File: src/rtl/instr_cycle_ctl.sv
// instr_cycle_ctl: 8-state instruction-cycle sequencer locked to the fetch strobe,
// driving registered PC/IR/ACC/memory/bus strobes and flagging fetch phase slips.
module instr_cycle_ctl #(
    parameter bit SYNC_CHECK = 1'b1,
    parameter int OP_W       = 3
) (
    input  logic            clk,
    input  logic            reset,
    input  logic            fetch,
    input  logic [OP_W-1:0] opcode,
    input  logic            zero,
    output logic            load_ir,
    output logic            rd,
    output logic            wr,
    output logic            inc_pc,
    output logic            load_pc,
    output logic            load_acc,
    output logic            datactl_ena,
    output logic            halt,
    output logic            sync_err
);
    localparam logic [OP_W-1:0] OP_HLT = OP_W'(0);
    localparam logic [OP_W-1:0] OP_SKZ = OP_W'(1);
    localparam logic [OP_W-1:0] OP_ADD = OP_W'(2);
    localparam logic [OP_W-1:0] OP_AND = OP_W'(3);
    localparam logic [OP_W-1:0] OP_XOR = OP_W'(4);
    localparam logic [OP_W-1:0] OP_LDA = OP_W'(5);
    localparam logic [OP_W-1:0] OP_STO = OP_W'(6);
    localparam logic [OP_W-1:0] OP_JMP = OP_W'(7);

    typedef enum logic [3:0] {IDLE, S0, S1, S2, S3, S4, S5, S6, S7, HALT} state_t;

    state_t          state_q, state_d;
    logic            fetch_q, rise, err_d, zero_q, zero_d, alu, s01, s45;
    logic [OP_W-1:0] op_q, op_d;

    always_comb begin
        rise    = fetch & ~fetch_q;
        op_d    = (state_q == S2) ? opcode : op_q;
        zero_d  = (state_q == S3) ? zero : zero_q;
        err_d   = sync_err;
        state_d = state_q;
        if (state_q == IDLE) begin
            state_d = rise ? S0 : IDLE;
        end else if (state_q != HALT) begin
            state_d = (state_q == S7) ? S0 : state_t'(state_q + 4'd1);
            // a rise belongs in S7 only: early rise resyncs, missing rise drops to IDLE
            if (SYNC_CHECK && (rise != (state_q == S7))) begin
                err_d   = 1'b1;
                state_d = rise ? S0 : IDLE;
            end
            if (state_q == S3 && op_q == OP_HLT) state_d = HALT;
        end
        alu = op_d inside {OP_ADD, OP_AND, OP_XOR, OP_LDA};
        s01 = state_d == S0 || state_d == S1;
        s45 = state_d == S4 || state_d == S5;
    end

    // strobes are decoded from the next state so they are registered yet cover the whole state
    always_ff @(posedge clk or posedge reset) begin
        if (reset) begin
            state_q     <= IDLE;
            fetch_q     <= 1'b0;
            op_q        <= '0;
            zero_q      <= 1'b0;
            sync_err    <= 1'b0;
            load_ir     <= 1'b0;
            rd          <= 1'b0;
            wr          <= 1'b0;
            inc_pc      <= 1'b0;
            load_pc     <= 1'b0;
            load_acc    <= 1'b0;
            datactl_ena <= 1'b0;
            halt        <= 1'b0;
        end else begin
            state_q     <= state_d;
            fetch_q     <= fetch;
            op_q        <= op_d;
            zero_q      <= zero_d;
            sync_err    <= err_d;
            load_ir     <= s01;
            rd          <= s01 || (s45 && alu);
            wr          <= state_d == S5 && op_d == OP_STO;
            inc_pc      <= s01 || (s45 && op_d == OP_SKZ && zero_d);
            load_pc     <= s45 && op_d == OP_JMP;
            load_acc    <= state_d == S5 && alu;
            datactl_ena <= (s45 || state_d == S6) && op_d == OP_STO;
            halt        <= state_d == HALT;
        end
    end
endmodule
File: config.mk
export PLATFORM = sky130hd
export DESIGN_NAME = instr_cycle_ctl
export DESIGN_NICKNAME = d
export VERILOG_FILES = /design/src/rtl/instr_cycle_ctl.sv
export SDC_FILE = /design/constraint.sdc
export NUM_CORES = 1
export LEC_CHECK = 0
export CAP_MARGIN = 20
export CELL_PAD_IN_SITES_DETAIL_PLACEMENT = 1
export CELL_PAD_IN_SITES_GLOBAL_PLACEMENT = 2
export CORE_MARGIN = 2
export CORE_UTILIZATION = 34
export DETAILED_ROUTE_END_ITERATION = 8
export PLACE_DENSITY = 0.9
export SLEW_MARGIN = 15
export SYNTH_ARGS = -nofsm -noshare
export SYNTH_HDL_FRONTEND = slang
export SYNTH_SLANG_ARGS = --single-unit
File: constraint.sdc
create_clock -name clk -period 2.85 [get_ports clk]
set_input_delay 0.57 -clock clk [delete_from_list [all_inputs] [get_ports clk]]
set_output_delay 0.57 -clock clk [all_outputs]
set_load 0.02 [all_outputs]
### Word level (Yosys, flattened, before mapping)

Index checks and enable logic that the tools add are counted.

| cells by class | value |
|---|---|
| add/subtract/negate cells | 1 |
| equality and inequality tests | 18 |
| mux-type cells | 8 |
| bitwise operators | 3 |
| reduce and logical (&&, ||, !) cells | 17 |

Operator list:

| kind | count |
|---|---|
| 4-bit two-way mux | 5 |
| 4-bit by 3-bit equality test with 1-bit output, second input constant | 4 |
| 3-bit equality test, second input constant | 4 |
| 4-bit by 2-bit equality test with 1-bit output, second input constant | 2 |
| 4-bit equality test, second input constant | 2 |
| 1-bit logical AND | 8 |
| 3-bit by 2-bit equality test with 1-bit output, second input constant | 2 |
| 1-bit logical OR | 5 |
| 4-bit by 1-bit adder with 4-bit output, second input constant | 1 |
| 4-bit by 1-bit equality test with 1-bit output, second input constant | 1 |
| 4-bit logical NOT | 1 |
| 4-bit != test, second input constant | 1 |
| 4-bit nonzero test | 1 |
| 3-bit by 1-bit equality test with 1-bit output, second input constant | 1 |
| 3-bit logical NOT | 1 |
| 3-bit two-way mux | 1 |
| 3-bit AND reduction | 1 |
| 1-bit two-way mux | 2 |
| 1-bit NOT | 2 |
| 1-bit AND | 1 |
| 1-bit != test | 1 |

| storage, ports and cells | value |
|---|---|
| bits in registers | 18 |
| bits of input ports | 7 |
| output and inout bits | 9 |
| logic and storage cells | 60 |

### Longest topological paths before layout

| depth | value |
|---|---|
| depth in word-level cells | 12 |
| mapped depth | 8 |
| gate-level depth less buffers | 8 |

### Worst setup path before layout

Ideal clock, no wire load.

| timing path | value |
|---|---|
| path type | register to register |
| from | register state_q[0] |
| to | register load_pc |
| library setup time | 0.087 ns |
| arrival time | 1.843 ns |
| data required time | 2.763 ns |
| path slack | 0.920 ns |
| cell stages (with the launch flop) | 8 |
| buffers on the path | 0 |
| period minus slack after synthesis | 1.930 ns |
| cells stage by stage | dfrtp_1 > inv_1 > ha_1 > nand3b_1 > or2_1 > a41o_1 > a211o_1 > a211oi_2 |

| on the way | value |
|---|---|
| longest elaborated chain between the ends | 9 |
| elaborated cells on any way between the ends | 19 |
| classes of those cells | add/sub: 1; eq/ne: 8; mux: 6; reduce/logical: 4 |

RTL lines:

| what | RTL line | text |
|---|---|---|
| start, declared | 33 | `state_t state_q, state_d;` |
| start signal, assigned | 76 | `state_q <= state_d;` |
| 4-bit by 1-bit adder with 4-bit output or 4-bit equality test (tied branches) | 46, 48 |  |
| 4-bit two-way mux or 1-bit != test (tied branches) | 46, 48 |  |
| 4-bit two-way mux | 48 | `if (SYNC_CHECK && (rise != (state_q == S7))) begin` |
| 4-bit two-way mux | 52 | `if (state_q == S3 && op_q == OP_HLT) state_d = HALT;` |
| 4-bit two-way mux | 45 | `end else if (state_q != HALT) begin` |
| 4-bit two-way mux | 43 | `if (state_q == IDLE) begin` |
| 4-bit by 3-bit equality test with 1-bit output | 56 | `s45 = state_d == S4 \|\| state_d == S5;` |
| 1-bit logical OR | 56 |  |
| 1-bit logical AND * | 85 | `load_pc <= s45 && op_d == OP_JMP;` |
| end signal, assigned | 71 | `load_pc <= 1'b0;` |
| end signal, assigned | 85 |  |
| end, declared | 16 | `output logic load_pc,` |

Every way passes the cells marked *; elsewhere a longest branch is shown, timed or not.
A chain may end at the register's enable or synchronous reset.

### Final worst setup path

| timing path | value |
|---|---|
| from | input fetch |
| to | register load_acc |

| on the way | value |
|---|---|
| longest elaborated chain between the ends | 8 |
| elaborated cells on any way between the ends | 9 |
| classes of those cells | eq/ne: 2; mux: 5; bitwise: 1; reduce/logical: 1 |

RTL lines:

| what | RTL line | text |
|---|---|---|
| start, declared | 9 | `input logic fetch,` |
| 1-bit AND * | 38 | `rise = fetch & ~fetch_q;` |
| 1-bit two-way mux or 1-bit != test (tied branches) | 44, 50, 48 |  |
| 4-bit two-way mux | 48 |  |
| 4-bit two-way mux | 52 |  |
| 4-bit two-way mux | 45 |  |
| 4-bit two-way mux * | 43 |  |
| 4-bit by 3-bit equality test with 1-bit output * | 86 | `load_acc <= state_d == S5 && alu;` |
| 1-bit logical AND * | 86 |  |
| end signal, assigned | 86 |  |
| end, declared | 17 | `output logic load_acc,` |

Marked as above.

==> summary.md <==
The top flip-flop cell by instance count after synthesis is dfrtp_1. The post-detailed-route via-to-cell ratio came out at 5.17. The tree is rooted in a clkbuf_4.

After synthesis, the mean cell area works out to 11.1 sq um. The logs give 2 for the number of iterations in the first detailed-routing pass and 0.267 mV for the worst IR drop on VDD. The layout overhead on the synthesized area came out at 24.6%. Synthesis produced a netlist with a net count of 88. For this run, the total global-route usage over all layers was measured as 15.6%.

The number of cells on the worst reg-to-reg path came out at 7. The flow ran to the end, and the final reports show no timing, DRC or antenna violations. Synthesized flop and latch total: 18.

The critical path in this run is classified as in -> reg. The critical path starts at fetch. The path class of the tightest hold or removal check is reg -> reg. The die span in x is 54.6 microns, and the register area share after synthesis is 51.8%.

The startpoint identified for the worst register-to-register timing path is state_q[0]. The required time reported for the critical path endpoint is 3.06 ns. The nature of the critical path startpoint was an input pin. The share of the cycle needed by the critical path after routing works out to 76.7%. TritonCTS built the clock tree. The die is 54.6 microns tall. In this run, placement finished with an instance count of 121.

The placeable core region was 2450 sq um; the number of gates resized after CTS was 0. The logs give 78 for the number of instances in the synthesized netlist and 0 for the DRC violations left. The number of global-route vias before repair was 675. The run gives 0.000897 ns as the worst clock skew.

The layout has 283 filler cells. The share of final-layout standard cells stronger than drive strength 1 works out to 9.47%. The warning count from the yosys run was 0. The run gives 2980 sq um as the area enclosed by the die boundary. After detailed routing, the average wire length per cell comes to 15.2 microns. Across the whole layout, storage elements account for 450 sq um. After the last flow step, the layout net total stands at 106. The reg2reg setup slack was 0.67 ns. The routed design could run at a clock period as short as 2.19 ns.

Detailed placement ended at an HPWL of 1.48 mm. The transition time at the pin with the least slew margin was 0.674 ns. At the end of routability-driven placement, the weighted congestion stood at 0.795. Prior to clock tree synthesis, the placed netlist has a worst setup slack of 0.339 ns. The destination of the worst register-to-register timing path is halt.

The final sum of negative setup slack was 0 ns. For this run, the share of the core covered by cells in the final layout is 44.1%. Leaving out fill and tap cells, the most frequent cells in the layout are 18 x dfrtp_1, 15 x clkdlybuf4s50_1, 9 x inv_1.

For this run, the number of standard cells in the final layout without fillers is 125. Measured against its own limit, the worst slew margin works out to 55.0%. The wire length reported by the detailed router was 1.90 mm.

The final hold violation count is 0, and the initial standard-cell utilization of the core is 35.4%. For this run, the slowest stage of the critical path takes 0.48 ns. The most critical setup path has its endpoint at load_acc.

After clock tree synthesis, the clock-pin slew on the worst setup and hold paths is 0.10 ns. Setup repair after global routing left no endpoint under its margin. The tools report the post-route worst setup slack as 0.665 ns. Post-CTS timing repair inserted 0 buffers for setup.

Power spread over the standard cell area amounts to 402 nW/um^2. The row count was 18. Endpoint type of the worst setup path: a flop. Total area of multi-input combinational cells: 375 sq um.

The critical path goes through clkdlybuf4s50_1, nand2b_1, a21oi_1, o311ai_1, nand4_1, nor3b_1. The number of buffers inserted by port buffering was 15; the H-tree level count was 1. During I/O placement, the number of pins put on the boundary was 16. The repair_antennas step left the layout with diodes totalling 0. The number of violations of the max-capacitance limit is 0, and the violation count after the first detailed-routing iteration is 4. At the worst endpoint, the arrival time is 2.40 ns. Summed over all layers, the global routing overflow is 0. The logs give 0.500 ns for the minimum hold slack and 646 for the count of vias placed by the detailed router.

The number of different library cells in the post-synthesis netlist is 31, and the top fanout value on the critical path is 6. The initial antenna violation count was 0; the remaining number of nets flagged by the antenna check after routing was 0. After clock tree synthesis, the flow added hold-fix buffers numbering 0. Counting along the longest clock path gives a buffer depth of 2. In this run the static leakage power is 0.494 nW. For the CTS buffer count, the log shows 3.

The most common cell after layout, fill and taps aside is dfrtp_1. The logs give 0 for the final-report max-slew violation count and 0.29 ns for the insertion delay of the later-clocked pin in the worst-skew pair. The timing-limited maximum frequency is 458 MHz. The netlist area before placement came out at 870 sq um.

Entering global routing, the biggest net connects 19 pins. The critical path's slowest cell was o311ai_1. The run gives 0 as the number of setup violations in the final report.

The wire length of the first global-routing pass was 3.26 mm; the number of flops mapped to enable cells by yosys was 0. Share of async-settable or async-resettable flops after synthesis: 100%. For this design, the sink count on the clock tree is 18.
state kept, by name, summed over array words and instances (netlist names):
name         count
zero_q           1
load_pc          1
fetch_q          1
datactl_ena      1
op_q             3
wr               1
rd               1
inc_pc           1
sync_err         1
state_q          4
load_acc         1
load_ir          1
halt             1
critical path, delay by kind of cell:
| kind | cells | cell delay, ns |
|---|---|---|
| compound gates | 2 | 0.58 |
| buf+inv | 1 | 0.42 |
| simple gates | 3 | 0.81 |
power breakdown:
part           switching, mW  total [mW]  internal (mW)
combinational        0.00983      0.0202         0.0104
clock                 0.0795       0.157         0.0779
sequential          0.000621       0.258          0.257
cells in the mapped netlist, types with 2 or more instances:
cell type	instances	area, sq um
a22oi_1	2	15.0
nor2b_1	2	12.5
a21oi_1	4	20.0
buf_2	2	10.0
mux2i_1	3	30.0
nor2_1	2	7.51
nand2b_1	2	12.5
nand2_1	2	7.51
nand3b_1	3	22.5
inv_1	9	33.8
nand4_1	2	12.5
dfrtp_1	18	450
ha_1	3	37.5
nor4_1	2	12.5
nand3_1	2	10.0
nor3b_1	3	22.5
mux2_2	2	22.5
xnor2_1	2	17.5
cell type report:
cell class                      count  share of cell area (%)
Multi-Input combinational cell     49                    34.6
Timing Repair Buffer               15                    13.9
Inverter                            9                    3.12
Sequential cell                    18                    41.6
Clock buffer                        4                    3.35
Tap cell                           30                    3.46
how the worst min path moves through the flow:
stage | startpoint | endpoint | depth (start not counted)
6_report | sync_err | sync_err | 1
4_1_cts | sync_err | sync_err | 1
3_3_place_gp | sync_err | sync_err | 1
2_1_floorplan | zero_q | zero_q | 1
3_5_place_dp | sync_err | sync_err | 1
5_1_grt | sync_err | sync_err | 1
cell families (layout without fill, tap and decap cells):
group / count (synthesis) / after routing / synth area share [%]
flip-flops: 18 / 18 / 51.8
AND/OR/NAND/NOR: 25 / 25 / 18.1
buffers and inverters: 11 / 28 / 5.04
multiplexers: 5 / 5 / 6.04
adder cells (fa/ha/maj): 3 / 3 / 4.32
AO/OA/AOI/OAI: 13 / 13 / 11.7
XOR/XNOR: 3 / 3 / 3.02
through the flow:
step,area (sq um),power (mW)
final,1080,0.436
after CTS,1080,0.441
after global routing,1080,0.454
after global placement,1050,0.283
after detailed placement,1050,0.284
after floorplan,870,0.271
per-layer routing:
layer | vias up | global-route usage [%] | routed length [microns]
met4 | 0 | 3.75 | 12
met5 | - | 0 | 0
li1 | 309 | - | -
met2 | 12 | 28.5 | 1030
met1 | 323 | 19.1 | 785
met3 | 2 | 2.19 | 63
(Power assumes the default switching activity.)
==> variant 1: new RTL, config.mk and constraints unchanged <==
`SYNC_CHECK`: 1'b1 -> 1'b0.
--- a/src/rtl/instr_cycle_ctl.sv
+++ b/src/rtl/instr_cycle_ctl.sv
@@ -3,3 +3,3 @@
 module instr_cycle_ctl #(
-    parameter bit SYNC_CHECK = 1'b1,
+    parameter bit SYNC_CHECK = 1'b0,
     parameter int OP_W       = 3
Formal check against the unedited RTL: not equivalent (a bounded check fails within 4 cycles, from zero or initial values and one cycle with reset high).
==> variant 1 against the original RTL <==
Design area decreased by 3.9%; wire length decreased by 9.4%; sequential cell count decreased by 1; worst setup slack got worse by 31 ps; largest cell class unchanged; area after synthesis decreased by 3.0%; first-iteration DRC count increased by 75%; critical path type unchanged; clock skew increased by 1.6 ps.
Power is not compared: it rests on default switching activity, and its combinational part moved more than twofold at a synthesized area within 25%.
==> variant 1: results (changes against the original RTL) <==
[cells_and_area]
n_antenna_cell=0  ; unchanged
nets=101  ; was 106
layout-drive-gt1-share=0.2000  ; was 0.09474
reg.largest.list=state_q (4), op_q (3)  ; unchanged
fillers=277  ; was 283

[grt]
gr-usage-all-layers=0.1418  ; was 0.1558
grt_start_max_net_pins=18  ; was 19
grt_pass1_wl_um=2884  ; was 3263 µm
grt_pass1_vias=648  ; was 675
antenna_found_initial=0  ; unchanged

[placed_design]
io_buffers=14  ; was 15
place_congestion=0.7491  ; was 0.7949
dp_hpwl_um=1355  ; was 1481 µm

[setup_path]
ff2ff_path_depth=7  ; unchanged
path_class=primary input to flip-flop  ; unchanged
crit_path_max_fanout=5  ; was 6
rr_startpoint=state_q[0]  ; unchanged
r2r_slack_ps=670  ; about the same
rr_endpoint=inc_pc  ; was halt
worstSetupStartpoint=fetch  ; unchanged
crit_arrival_ps=2410

[logic_synthesis]
async_flop_share=1.000  ; unchanged
synth_xor_area_frac=0.02077  ; was 0.03022
ys_seq_area_frac=0.5045  ; was 0.5180
yosys_warnings=0  ; unchanged
synth.distinct_cells=30  ; was 31
synth_compound_area_frac=0.09347  ; was 0.1165
ys_top_cells_by_count=dfrtp_1 (17), nor2_1 (7), inv_1 (6)  ; was dfrtp_1 (18), inv_1 (9), a21oi_1 (4)
synth.area.mux_share=0.06083  ; was 0.06043
netlist_instances=73  ; was 78
synth_nets=83  ; was 88
synthAdderAreaFrac=0.04451  ; was 0.04317
synthTopCellsByArea=dfrtp_1 (50%), mux2i_1 (4.7%), ha_1 (4.5%)  ; was dfrtp_1 (52%), ha_1 (4.3%), inv_1 (3.9%)

[clock_network]
ctsResizeCount=0  ; unchanged
cts_setup_buffers=0  ; unchanged
numCtsBuffers=3  ; unchanged
cts.path.max_buffers=2  ; unchanged
htreeDepth=1  ; unchanged
clk_latency_ps=290  ; about the same
cts-root-buf=clkbuf_4  ; unchanged
path_clk_slew_ps=110

[worst_hold_path]
hold_class=flip-flop to flip-flop  ; unchanged

[drt]
avgRoutedWirePerCell_um=14.30  ; was 15.16 µm
drtPass1Iterations=5  ; was 2
totalWireLength_um=1716  ; was 1895 µm
drtIter0Drc=7  ; was 4
vias=586  ; was 646

[timing]
slew_headroom=0.5800  ; was 0.5501
skew_ps=2.496  ; was 0.8973 ps

[run_status]
run_status=finished, final reports clean  ; unchanged

[pwr]
peakVddDrop_mv=0.6168
p_leak_nw=0.4468

-- variant 1: cell types whose count changed after synthesis, moves of 3 or more --
cell,change
nor2_1,+5
a21oi_1,-4
inv_1,-3
or2b_2,+3
-- variant 1: worst max-delay path: stages --
cell and delay, ps:
clkdlybuf4s50_1 470, or2b_2 290, and3_2 220, a311oi_4 370
xnor2_1 270, o21ba_2 220
-- variant 1: where the power goes --
part           switching (mW)  total (mW)  internal [mW]  leakage (nW)
registers              0.0665       0.402          0.335         0.215
clock network          0.0811       0.133         0.0522        0.0177
logic                   0.388       0.708          0.320         0.214
-- variant 1: kinds of logic after synthesis --
logic type,count (synthesis)
muxes,5
buffers and inverters,7
other,1
and+or+nand+nor,31
DFF,17
xor gates and xnor gates,2
AOI/OAI and AO/OA,7
adders and majority gates,3
-- variant 1: how the worst min path moves through the flow --
| stage | start | to | slack (ps) | cells after the start |
|---|---|---|---|---|
| 3_5_place_dp | zero_q | zero_q | 510 | 1 |
| 6_report | zero_q | zero_q | 530 | 1 |
| 3_3_place_gp | zero_q | zero_q | 500 | 1 |
| 2_1_floorplan | zero_q | zero_q | 470 | 1 |
| 5_1_grt | zero_q | zero_q | 540 | 1 |
| 4_1_cts | zero_q | zero_q | 530 | 1 |
-- variant 1: final cells by class --
| cell class | instances | share of cell area |
|---|---|---|
| tap | 30 | 0.03606 |
| clock buffer | 3 | 0.02163 |
| sequential | 17 | 0.4087 |
| multi-input combinational | 49 | 0.3726 |
| timing repair buffer | 14 | 0.1346 |
| clock inverter | 1 | 0.004808 |
| inverter | 6 | 0.02163 |
-- variant 1: stage by stage --
| stage | power, mW | worst slack, ps | cell area, µm² |
|---|---|---|---|
| 3_3_place_gp | 1.093 | 367.3 | 1013 |
| 4_1_cts | 1.259 | 625.2 | 1041 |
| 5_1_grt | 1.348 | 497.9 | 1041 |
| 6_report | 1.243 | 633.4 | 1041 |
| 3_5_place_dp | 1.126 | 308.9 | 1013 |
| 2_1_floorplan | 0.9241 | 923.7 | 843.3 |
-- variant 1: metal layers --
metal,global-route usage,routed length (µm),vias to the layer above
li1,-,-,281
met1,0.1449,683,294
met2,0.2744,954,9
met3,0.03333,65,2
met4,0.05128,12,0
met5,0,0,-
==> variant 2: new RTL, same flow settings <==
Made on the original files. Make the reset (`reset`) synchronous in one clocked block.
--- a/src/rtl/instr_cycle_ctl.sv
+++ b/src/rtl/instr_cycle_ctl.sv
@@ -59,3 +59,3 @@
     // strobes are decoded from the next state so they are registered yet cover the whole state
-    always_ff @(posedge clk or posedge reset) begin
+    always_ff @(posedge clk) begin
         if (reset) begin
Formal check against the unedited RTL: differs if reset is asserted again (counterexample within 4 cycles, from zero or initial values and one cycle with reset high); with reset held inactive, the same outputs for 10 cycles.
==> variant 2 against the original RTL <==
Wire length up 9.1%; worst setup slack worse by 140 ps; hold slack better by 4.6 ps; register-to-register slack worse by 150 ps; area after synthesis up 0.58%; sequential cell count unchanged; fmax down 6.2%; cell count up 12%; design area down 1.0%; critical endpoint is now inc_pc; highest routed layer unchanged.
Power is not compared: it rests on default switching activity, and its combinational part moved more than twofold at a synthesized area within 25%.
==> variant 2: results (changes against the original RTL) <==
[logic_synthesis]
synth_nets=104  ; was 88
ys_seq_area_frac=0.4120  ; was 0.5180
synth_xor_area_frac=0.03004  ; was 0.03022
synthAdderAreaFrac=0.04292  ; was 0.04317
synth.area.mux_share=0.05722  ; was 0.06043
synthTopCellsByArea=dfxtp_1 (41%), nor2_1 (6.4%), mux2i_1 (5.7%)  ; was dfrtp_1 (52%), ha_1 (4.3%), inv_1 (3.9%)
netlist_instances=94  ; was 78
ys_top_cells_by_count=dfxtp_1 (18), nor2_1 (15), nand3_1 (7)  ; was dfrtp_1 (18), inv_1 (9), a21oi_1 (4)
synthFlopType=dfxtp_1  ; was dfrtp_1
synth.distinct_cells=34  ; was 31
synth_compound_area_frac=0.1187  ; was 0.1165
async_flop_share=0  ; was 1.000

[cells_and_area]
n_antenna_cell=0  ; unchanged
nets=121  ; was 106
fillers=297  ; was 283
final_area_mm2=0.001072  ; was 0.001084 mm²
layout-drive-gt1-share=0.08182  ; was 0.09474

[drt]
totalWireLength_um=2067  ; was 1895 µm
avgRoutedWirePerCell_um=14.76  ; was 15.16 µm
via_per_inst=5.300  ; was 5.168
drtIter0Drc=10  ; was 4
drtPass1Iterations=4  ; was 2

[clock_network]
cts.path.max_buffers=2  ; unchanged
cts-root-buf=clkbuf_4  ; unchanged
numCtsBuffers=3  ; unchanged
ctsResizeCount=0  ; unchanged
path_clk_slew_ps=100  ; about the same

[placed_design]
place_congestion=0.8393  ; was 0.7949
dp.cells=136  ; was 121
place_area_mm2=0.001036  ; was 0.001047 mm²
dp_hpwl_um=1571  ; was 1481 µm

[grt]
grt_pass1_vias=750  ; was 675
gr-usage-all-layers=0.1653  ; was 0.1558
antenna_found_initial=0  ; unchanged
grt_start_max_net_pins=13  ; was 19
grt_pass1_wl_um=3408  ; was 3263 µm

[pwr]
p_leak_nw=0.3974

[worst_hold_path]
hold_class=flip-flop to flip-flop  ; unchanged

[setup_path]
crit_arrival_ps=2550  ; was 2400 ps
worstSetupStartpoint=state_q[0]  ; was fetch
r2r_slack_ps=520  ; was 670 ps
crit_path_end=inc_pc  ; was load_acc
rr_endpoint=inc_pc  ; was halt
ff2ff_path_depth=7  ; unchanged

[run_status]
run_status=finished, final reports clean  ; unchanged

[timing]
skew_ps=3.020  ; was 0.8973 ps
slew_headroom=0.4709  ; was 0.5501

[variant 2: metal layers]
metal	routed length, µm	GRT usage
met1	907	0.1960
met2	1007	0.2659
met3	66	0.03005
met4	85	0.1167
met5	0	0
[variant 2: worst min path at each step]
stage / from / to / slack (ps) / cells after the start
6_report: sync_err / sync_err / 500 / 2
5_1_grt: sync_err / sync_err / 580 / 2
4_1_cts: sync_err / sync_err / 520 / 2
3_5_place_dp: sync_err / sync_err / 490 / 2
3_3_place_gp: sync_err / sync_err / 450 / 2
2_1_floorplan: zero_q / zero_q / 480 / 2
[variant 2: cell type report]
type,instances,share of cell area
Multi-Input combinational cell,68,0.4376
Tap cell,30,0.03501
Timing Repair Buffer,15,0.1400
Sequential cell,18,0.3361
Inverter,5,0.01750
Clock buffer,4,0.03384
[variant 2: kinds of logic after synthesis]
family | Yosys count
AO/OA/AOI/OAI | 14
buffers and inverters | 8
multiplexers | 5
flip-flops | 18
XOR/XNOR | 3
adder cells (fa/ha/maj) | 3
AND/OR/NAND/NOR | 43
[variant 2: worst max-delay path: stages (launching register included)]
cell and delay (ps):
dfxtp_1 450, inv_1 90, ha_1 300, mux2i_1 210
o21ai_0 120, nor4_1 620, o211ai_1 250, a22oi_1 210
[variant 2: per-stage QoR]
stage          worst slack (ps)  total power [mW]
3_3_place_gp              538.2            0.3326
5_1_grt                   384.7            0.5088
2_1_floorplan             932.5            0.3067
6_report                  520.5            0.4860
3_5_place_dp              509.9            0.3354
4_1_cts                   561.4            0.4925
[variant 2: power by group]
group	total (mW)	internal (mW)	leakage [nW]	switching [mW]
clock	0.156	0.0779	0.0210	0.0785
sequential	0.264	0.259	0.146	0.00461
combinational	0.0657	0.0296	0.230	0.0361
total	0.486	0.367	0.397	0.119
